--- src/rtl/weight_ram_sequencer.sv ---
// Weight RAM sequencer: fires the RAM init strobe after reset, streams the
// weight banks to the neuron datapath under valid/ready, and grants bank
// write-backs between passes. Every output comes straight from a register.
//
// state  | meaning
// -------+--------------------------------------------------------------
// S_INIT | first cycle raises RamIn, second cycle drops it and leaves
// S_IDLE | waiting; WrReq beats Start, bad WrBank answered with WrErr
// S_RD   | presenting bank_q: bubble cycle, then RdValid until RdReady
// S_WR   | single write cycle: RamWE and WrAck high at the bank base
module weight_ram_sequencer #(
   parameter int NUM_BANKS   = 3,
   parameter int BANK_STRIDE = 10,
   parameter int ADDR_W      = 5,
   parameter int BANK_W      = 2
) (
   input  logic              clk_i,
   input  logic              rst_i,
   input  logic              start_i,
   input  logic              rd_ready_i,
   input  logic              wr_req_i,
   input  logic [BANK_W-1:0] wr_bank_i,
   output logic              ram_in_o,
   output logic [ADDR_W-1:0] ram_address_o,
   output logic              ram_we_o,
   output logic              rd_valid_o,
   output logic [BANK_W-1:0] rd_bank_o,
   output logic              done_o,
   output logic              wr_ack_o,
   output logic              wr_err_o,
   output logic              busy_o
);

   localparam logic [1:0] S_INIT = 2'd0;
   localparam logic [1:0] S_IDLE = 2'd1;
   localparam logic [1:0] S_RD   = 2'd2;
   localparam logic [1:0] S_WR   = 2'd3;

   localparam logic [BANK_W-1:0] LAST_BANK = BANK_W'(NUM_BANKS - 1);
   localparam logic [ADDR_W-1:0] STRIDE    = ADDR_W'(BANK_STRIDE);

   logic [1:0]        state_q, state_d;
   logic              ram_in_q, ram_in_d;
   logic [ADDR_W-1:0] addr_q, addr_d;
   logic              we_q, we_d;
   logic              valid_q, valid_d;
   logic [BANK_W-1:0] bank_q, bank_d;
   logic              done_q, done_d;
   logic              ack_q, ack_d;
   logic              err_q, err_d;
   logic              busy_q, busy_d;

   // Base word of a bank; the largest base plus a full bank still fits, so no wrap.
   function automatic logic [ADDR_W-1:0] bank_base(input logic [BANK_W-1:0] b);
      return {{(ADDR_W-BANK_W){1'b0}}, b} * STRIDE;
   endfunction

   // Next-state and next-output decode; pulses default low every cycle.
   always_comb begin
      state_d  = state_q;
      ram_in_d = 1'b0;
      addr_d   = addr_q;
      we_d     = 1'b0;
      valid_d  = valid_q;
      bank_d   = bank_q;
      done_d   = 1'b0;
      ack_d    = 1'b0;
      err_d    = 1'b0;
      busy_d   = busy_q;
      case (state_q)
         S_INIT: begin
            if (!ram_in_q) begin
               ram_in_d = 1'b1;
               busy_d   = 1'b1;
            end else begin
               state_d = S_IDLE;
               busy_d  = 1'b0;
            end
         end
         S_IDLE: begin
            addr_d  = '0;
            busy_d  = 1'b0;
            valid_d = 1'b0;
            bank_d  = '0;
            if (wr_req_i) begin
               if (wr_bank_i <= LAST_BANK) begin
                  state_d = S_WR;
                  we_d    = 1'b1;
                  addr_d  = bank_base(wr_bank_i);
                  ack_d   = 1'b1;
                  busy_d  = 1'b1;
               end else begin
                  err_d = 1'b1;
               end
            end else if (start_i) begin
               state_d = S_RD;
               busy_d  = 1'b1;
            end
         end
         S_WR: begin
            state_d = S_IDLE;
            addr_d  = '0;
            busy_d  = 1'b0;
         end
         S_RD: begin
            // Address has been on the RAM for one cycle once valid rises.
            if (!valid_q) begin
               valid_d = 1'b1;
            end else if (rd_ready_i) begin
               valid_d = 1'b0;
               if (bank_q == LAST_BANK) begin
                  state_d = S_IDLE;
                  done_d  = 1'b1;
                  addr_d  = '0;
                  bank_d  = '0;
                  busy_d  = 1'b0;
               end else begin
                  bank_d = bank_q + 1'b1;
                  addr_d = bank_base(bank_q + 1'b1);
               end
            end
         end
         default: state_d = S_IDLE;
      endcase
   end

   // State and output registers; reset drops any pending pulse and re-arms init.
   always_ff @(posedge clk_i or posedge rst_i) begin
      if (rst_i) begin
         state_q  <= S_INIT;
         ram_in_q <= 1'b0;
         addr_q   <= '0;
         we_q     <= 1'b0;
         valid_q  <= 1'b0;
         bank_q   <= '0;
         done_q   <= 1'b0;
         ack_q    <= 1'b0;
         err_q    <= 1'b0;
         busy_q   <= 1'b0;
      end else begin
         state_q  <= state_d;
         ram_in_q <= ram_in_d;
         addr_q   <= addr_d;
         we_q     <= we_d;
         valid_q  <= valid_d;
         bank_q   <= bank_d;
         done_q   <= done_d;
         ack_q    <= ack_d;
         err_q    <= err_d;
         busy_q   <= busy_d;
      end
   end

   assign ram_in_o      = ram_in_q;
   assign ram_address_o = addr_q;
   assign ram_we_o      = we_q;
   assign rd_valid_o    = valid_q;
   assign rd_bank_o     = bank_q;
   assign done_o        = done_q;
   assign wr_ack_o      = ack_q;
   assign wr_err_o      = err_q;
   assign busy_o        = busy_q;

endmodule

--- config.mk ---
export PLATFORM = sky130hd
export DESIGN_NAME = weight_ram_sequencer
export DESIGN_NICKNAME = d
export VERILOG_FILES = /design/src/rtl/weight_ram_sequencer.sv
export SDC_FILE = /design/constraint.sdc
export NUM_CORES = 1
export LEC_CHECK = 0
export CORE_MARGIN = 3
export CORE_UTILIZATION = 39
export CTS_CLUSTER_SIZE = 24
export DETAILED_ROUTE_END_ITERATION = 12
export PLACE_DENSITY = 0.73
export SLEW_MARGIN = 20
export SYNTH_ARGS = -nofsm -noshare
export SYNTH_HDL_FRONTEND = slang
export SYNTH_SLANG_ARGS = --single-unit
--- constraint.sdc ---
create_clock -name clk_i -period 4.7 [get_ports clk_i]
set_input_delay 1.175 -clock clk_i [delete_from_list [all_inputs] [get_ports clk_i]]
set_output_delay 1.175 -clock clk_i [all_outputs]
set_load 0.02 [all_outputs]
==> flow_summary.html <==
<table>
<tr><th>Metric</th><th>Value</th></tr>
<tr><th colspan="2">Run status</th></tr>
<tr><td>Outcome</td><td>finished, final reports clean</td></tr>
<tr><th colspan="2">Critical path</th></tr>
<tr><td>Crit path max-delay family</td><td>buffers and inverters</td></tr>
<tr><td>Startpoint kind of the worst setup timing path</td><td>register</td></tr>
<tr><td>Flop-to-flop setup slack</td><td>2.98 ns</td></tr>
<tr><td>Cell with the biggest individual delay on the critical path</td><td>clkdlybuf4s50_1</td></tr>
<tr><td>Crit Path Max Fanout</td><td>5</td></tr>
<tr><td>Critical Path RT</td><td>3.52 ns</td></tr>
<tr><td>CP Buf/Inv Count</td><td>1</td></tr>
<tr><td>Endpoint type of the worst setup path</td><td>output port</td></tr>
<tr><td>Cell-by-cell trace of the critical path</td><td>clkdlybuf4s50_1</td></tr>
<tr><td>Critical path's largest stage delay</td><td>0.64 ns</td></tr>
<tr><td>Arrival time worst endpoint</td><td>1.32 ns</td></tr>
<tr><td>Startpoint-to-endpoint class of the critical path</td><td>reg -&gt; out</td></tr>
<tr><th colspan="2">Yosys</th></tr>
<tr><td>Ys Warns</td><td>0</td></tr>
<tr><td>Register bit total from synthesis</td><td>12</td></tr>
<tr><td>Top area cells in the synthesized netlist</td><td>dfrtp_1 (43%), ha_1 (11%), buf_4 (4.3%), inv_1 (3.7%), mux2_2 (3.2%)</td></tr>
<tr><td>Area share of the leading cell type in the synthesized netlist</td><td>0.427</td></tr>
<tr><td>Post-Synthesis Mean Instance Area</td><td>10.3 µm²</td></tr>
<tr><td>Number of nets produced by synthesis</td><td>81</td></tr>
<tr><td>Count of mapped cells out of synthesis</td><td>68</td></tr>
<tr><td>Proportion of synthesized chip area in sequential cells</td><td>0.427</td></tr>
<tr><td>Dominant cell type by area after synthesis</td><td>dfrtp_1</td></tr>
<tr><td>Number of library cell types mapped by synthesis</td><td>26</td></tr>
<tr><td>Mapped Area</td><td>703 µm²</td></tr>
<tr><th colspan="2">Placed design</th></tr>
<tr><td>Routability-driven placement congestion ratio</td><td>0.765</td></tr>
<tr><td>HPWL after DPL</td><td>1030 µm</td></tr>
<tr><td>Placed inst area</td><td>893 µm²</td></tr>
<tr><td>Port bufs</td><td>19</td></tr>
<tr><th colspan="2">Final layout</th></tr>
<tr><td>Register area</td><td>300 µm²</td></tr>
<tr><td>Share of layout cells above drive strength 1</td><td>0.126</td></tr>
<tr><td>Final cell utilization of the core</td><td>0.583</td></tr>
<tr><td>Total non-filler cell area in the finished layout</td><td>930 µm²</td></tr>
<tr><td>Area taken by multi-input logic gates</td><td>347 µm²</td></tr>
<tr><td>Antenna diodes</td><td>0</td></tr>
<tr><td>Nets</td><td>101</td></tr>
<tr><td>Fillcell total</td><td>144</td></tr>
<tr><td>Area growth from synthesis to layout</td><td>32.2%</td></tr>
<tr><th colspan="2">Power and ir drop</th></tr>
<tr><td>Leakage Power</td><td>0.416 nW</td></tr>
<tr><td>Total power density per cell area</td><td>585 nW/µm²</td></tr>
<tr><td>Switching Share</td><td>0.400</td></tr>
<tr><td>Clock share of power</td><td>0.154</td></tr>
<tr><td>Worst IR drop on VDD</td><td>0.000347 V</td></tr>
<tr><td>Sequential Power Share</td><td>0.304</td></tr>
<tr><td>Net Switching</td><td>0.217 mW</td></tr>
<tr><td>Internal power summed over all cells</td><td>0.327 mW</td></tr>
<tr><td>Overall power after layout</td><td>0.544 mW</td></tr>
<tr><td>Proportion of power drawn by combinational gates</td><td>0.541</td></tr>
<tr><th colspan="2">Route</th></tr>
<tr><td>Per-cell routed wire length</td><td>12.0 µm</td></tr>
<tr><td>DRC Markers</td><td>0</td></tr>
<tr><td>Total wire length after detailed routing</td><td>1330 µm</td></tr>
<tr><td>Number of nets still failing antenna checks after routing</td><td>0</td></tr>
<tr><td>Detailed router's first-iteration violation count</td><td>6</td></tr>
<tr><td>TritonRoute pass-1 iters</td><td>4</td></tr>
<tr><td>Number of vias after detailed routing</td><td>536</td></tr>
<tr><td>Via/cell ratio</td><td>4.83</td></tr>
<tr><th colspan="2">Floorplan</th></tr>
<tr><td>Initial Utilization</td><td>0.441</td></tr>
<tr><td>Standard-cell rows</td><td>14</td></tr>
<tr><td>Number of ports placed on the die boundary</td><td>21</td></tr>
<tr><td>Vertical die dimension</td><td>48.5 µm</td></tr>
<tr><td>Placeable core area</td><td>1590 µm²</td></tr>
<tr><td>Die footprint</td><td>2350 µm²</td></tr>
<tr><td>Die width</td><td>48.5 µm</td></tr>
<tr><th colspan="2">Clock network</th></tr>
<tr><td>Number of sinks handled by clock tree synthesis</td><td>12</td></tr>
<tr><td>Number of buffers inserted by hold repair at cts</td><td>0</td></tr>
<tr><td>Number of levels the H-tree was split into</td><td>1</td></tr>
<tr><td>Clock root buffer master</td><td>clkbuf_4</td></tr>
<tr><td>CTS max path bufs</td><td>2</td></tr>
<tr><td>Clock tree from TritonCTS</td><td>yes</td></tr>
<tr><td>CTS resizes</td><td>0</td></tr>
<tr><td>Setup Fix Bufs, Post-CTS</td><td>0</td></tr>
<tr><td>Worst skew pair latency</td><td>0.27 ns</td></tr>
<tr><td>Clock slew at the register clock pins of the worst setup and hold paths</td><td>0.08 ns</td></tr>
<tr><td>Total clock buffers created by CTS</td><td>3</td></tr>
<tr><th colspan="2">Timing</th></tr>
<tr><td>Max-slew violations</td><td>0</td></tr>
<tr><td>Final hold violation count</td><td>0</td></tr>
<tr><td>Fraction of the cycle the final worst path needs</td><td>0.531</td></tr>
<tr><td>Setup TNS</td><td>0 ns</td></tr>
<tr><td>Final hold slack</td><td>0.492 ns</td></tr>
<tr><td>Fmax</td><td>401 MHz</td></tr>
<tr><td>Setup repair after global routing missed its margin</td><td>false</td></tr>
<tr><td>Final setup vio count</td><td>0</td></tr>
<tr><td>Clock Skews</td><td>0.00318 ns</td></tr>
<tr><td>Time the worst path needs with I/O delays and setup</td><td>2.49 ns</td></tr>
<tr><th colspan="2">Global route</th></tr>
<tr><td>Pin count of the biggest net entering global routing</td><td>13</td></tr>
<tr><td>First-pass GRT wire length</td><td>2260 µm</td></tr>
<tr><td>Vias in the first global route</td><td>507</td></tr>
<tr><td>Leftover overflow at the end of global routing</td><td>0</td></tr>
<tr><td>Number of antenna violations at the first check in global routing</td><td>0</td></tr>
<tr><td>Total Routing Usage GR</td><td>0.129</td></tr>
<tr><th colspan="2">Flow run</th></tr>
<tr><td>Number of maximum-capacitance constraint violations</td><td>0</td></tr>
<tr><th colspan="2">Hold path</th></tr>
<tr><td>Path type of the worst min-delay path</td><td>reg -&gt; reg</td></tr>
</table>
==> flip-flops by register name (all words and copies together), names as in the netlist <==
| register | cells |
|---|---|
| done_o | 1 |
| state_q | 2 |
| rd_bank_o | 2 |
| busy_o | 1 |
| wr_ack_o | 1 |
| wr_err_o | 1 |
| ram_in_o | 1 |
| rd_valid_o | 1 |
| ram_address_o | 2 |
==> power groups by stage <==
stage	sequential (mW)	combinational [mW]	clock [mW]
CTS	0.166	0.297	0.0868
floorplan	0.195	0.174	0
global route	0.173	0.320	0.0926
detailed placement	0.168	0.295	0
finish	0.166	0.294	0.0839
global placement	0.167	0.291	0
==> area by class of cell <==
cell class | count | area share
clock buffers | 4 | 0.0390
repair buffers | 19 | 0.205
flip-flops and latches | 12 | 0.323
inverters | 7 | 0.0283
well taps | 24 | 0.0323
multi-input cells | 45 | 0.373
==> cell usage after synthesis <==
| cell | instances |
|---|---|
| inv_1 | 7 |
| buf_4 | 4 |
| nor3_1 | 1 |
| o211ai_1 | 2 |
| nand2_2 | 1 |
| a31oi_1 | 1 |
| and4_4 | 1 |
| nand2b_1 | 2 |
| o21ai_0 | 4 |
| nor2b_1 | 3 |
| mux2_2 | 2 |
| o21a_1 | 1 |
| a22oi_1 | 1 |
| dfrtp_1 | 12 |
| nand4b_1 | 2 |
| nand3_1 | 3 |
| nand2_1 | 3 |
| a22oi_4 | 1 |
| conb_1 | 1 |
| a21oi_1 | 3 |
| nor2_1 | 3 |
| ha_1 | 6 |
| mux2_4 | 1 |
| mux2i_1 | 1 |
| and2_1 | 1 |
| a211oi_2 | 1 |
==> final timing paths <==
kind	cells past startpoint	to	start
max	1	rd_bank_o[0]	rd_bank_o[0]
min	1	ram_in_o	ram_in_o
max reg2reg	6	state_q[1]	state_q[1]
min reg2reg	1	ram_in_o	ram_in_o
max in group asynchronous	2	ram_address_o[3]	rst_i
min in group asynchronous	2	wr_err_o	rst_i
==> cell usage in the layout, fill, tap and decap left out, types with 3 or more instances in the layout <==
cell type / Yosys / routed
clkdlybuf4s50_1: 0 / 19
dfrtp_1: 12 / 12
inv_1: 7 / 7
ha_1: 6 / 6
o21ai_0: 4 / 4
nand2_1: 3 / 3
nand3_1: 3 / 3
nor2_1: 3 / 3
a21oi_1: 3 / 3
nor2b_1: 3 / 3
clkbuf_4: 0 / 3
==> logic make-up (layout without fill, tap and decap cells) <==
kind of cell	Yosys count	after routing	synth area share
flops	12	12	0.427
buf+inv	11	30	0.0801
compound gates	14	14	0.149
fa+ha+maj	6	6	0.107
mux	4	4	0.0676
simple gates	20	20	0.164
other cells	1	1	0.00533
==> metal layers <==
layer	part of all wire	GRT usage	wire length, µm	vias to the layer above
met1	0.52	0.162	692	244
li1	-	-	-	270
met3	0.047	0.0307	63	4
met2	0.41	0.188	540	18
met5	0	0	0	-
met4	0.028	0.0995	37	0
==> stage by stage <==
stage | setup WS, ns | cells
2_1_floorplan | 2.65 | 68
3_3_place_gp | 2.09 | 107
3_5_place_dp | 2.06 | 107
4_1_cts | 2.19 | 111
5_1_grt | 2.16 | 111
6_report | 2.21 | 111
Note: power is estimated with default switching activity, not from simulation.
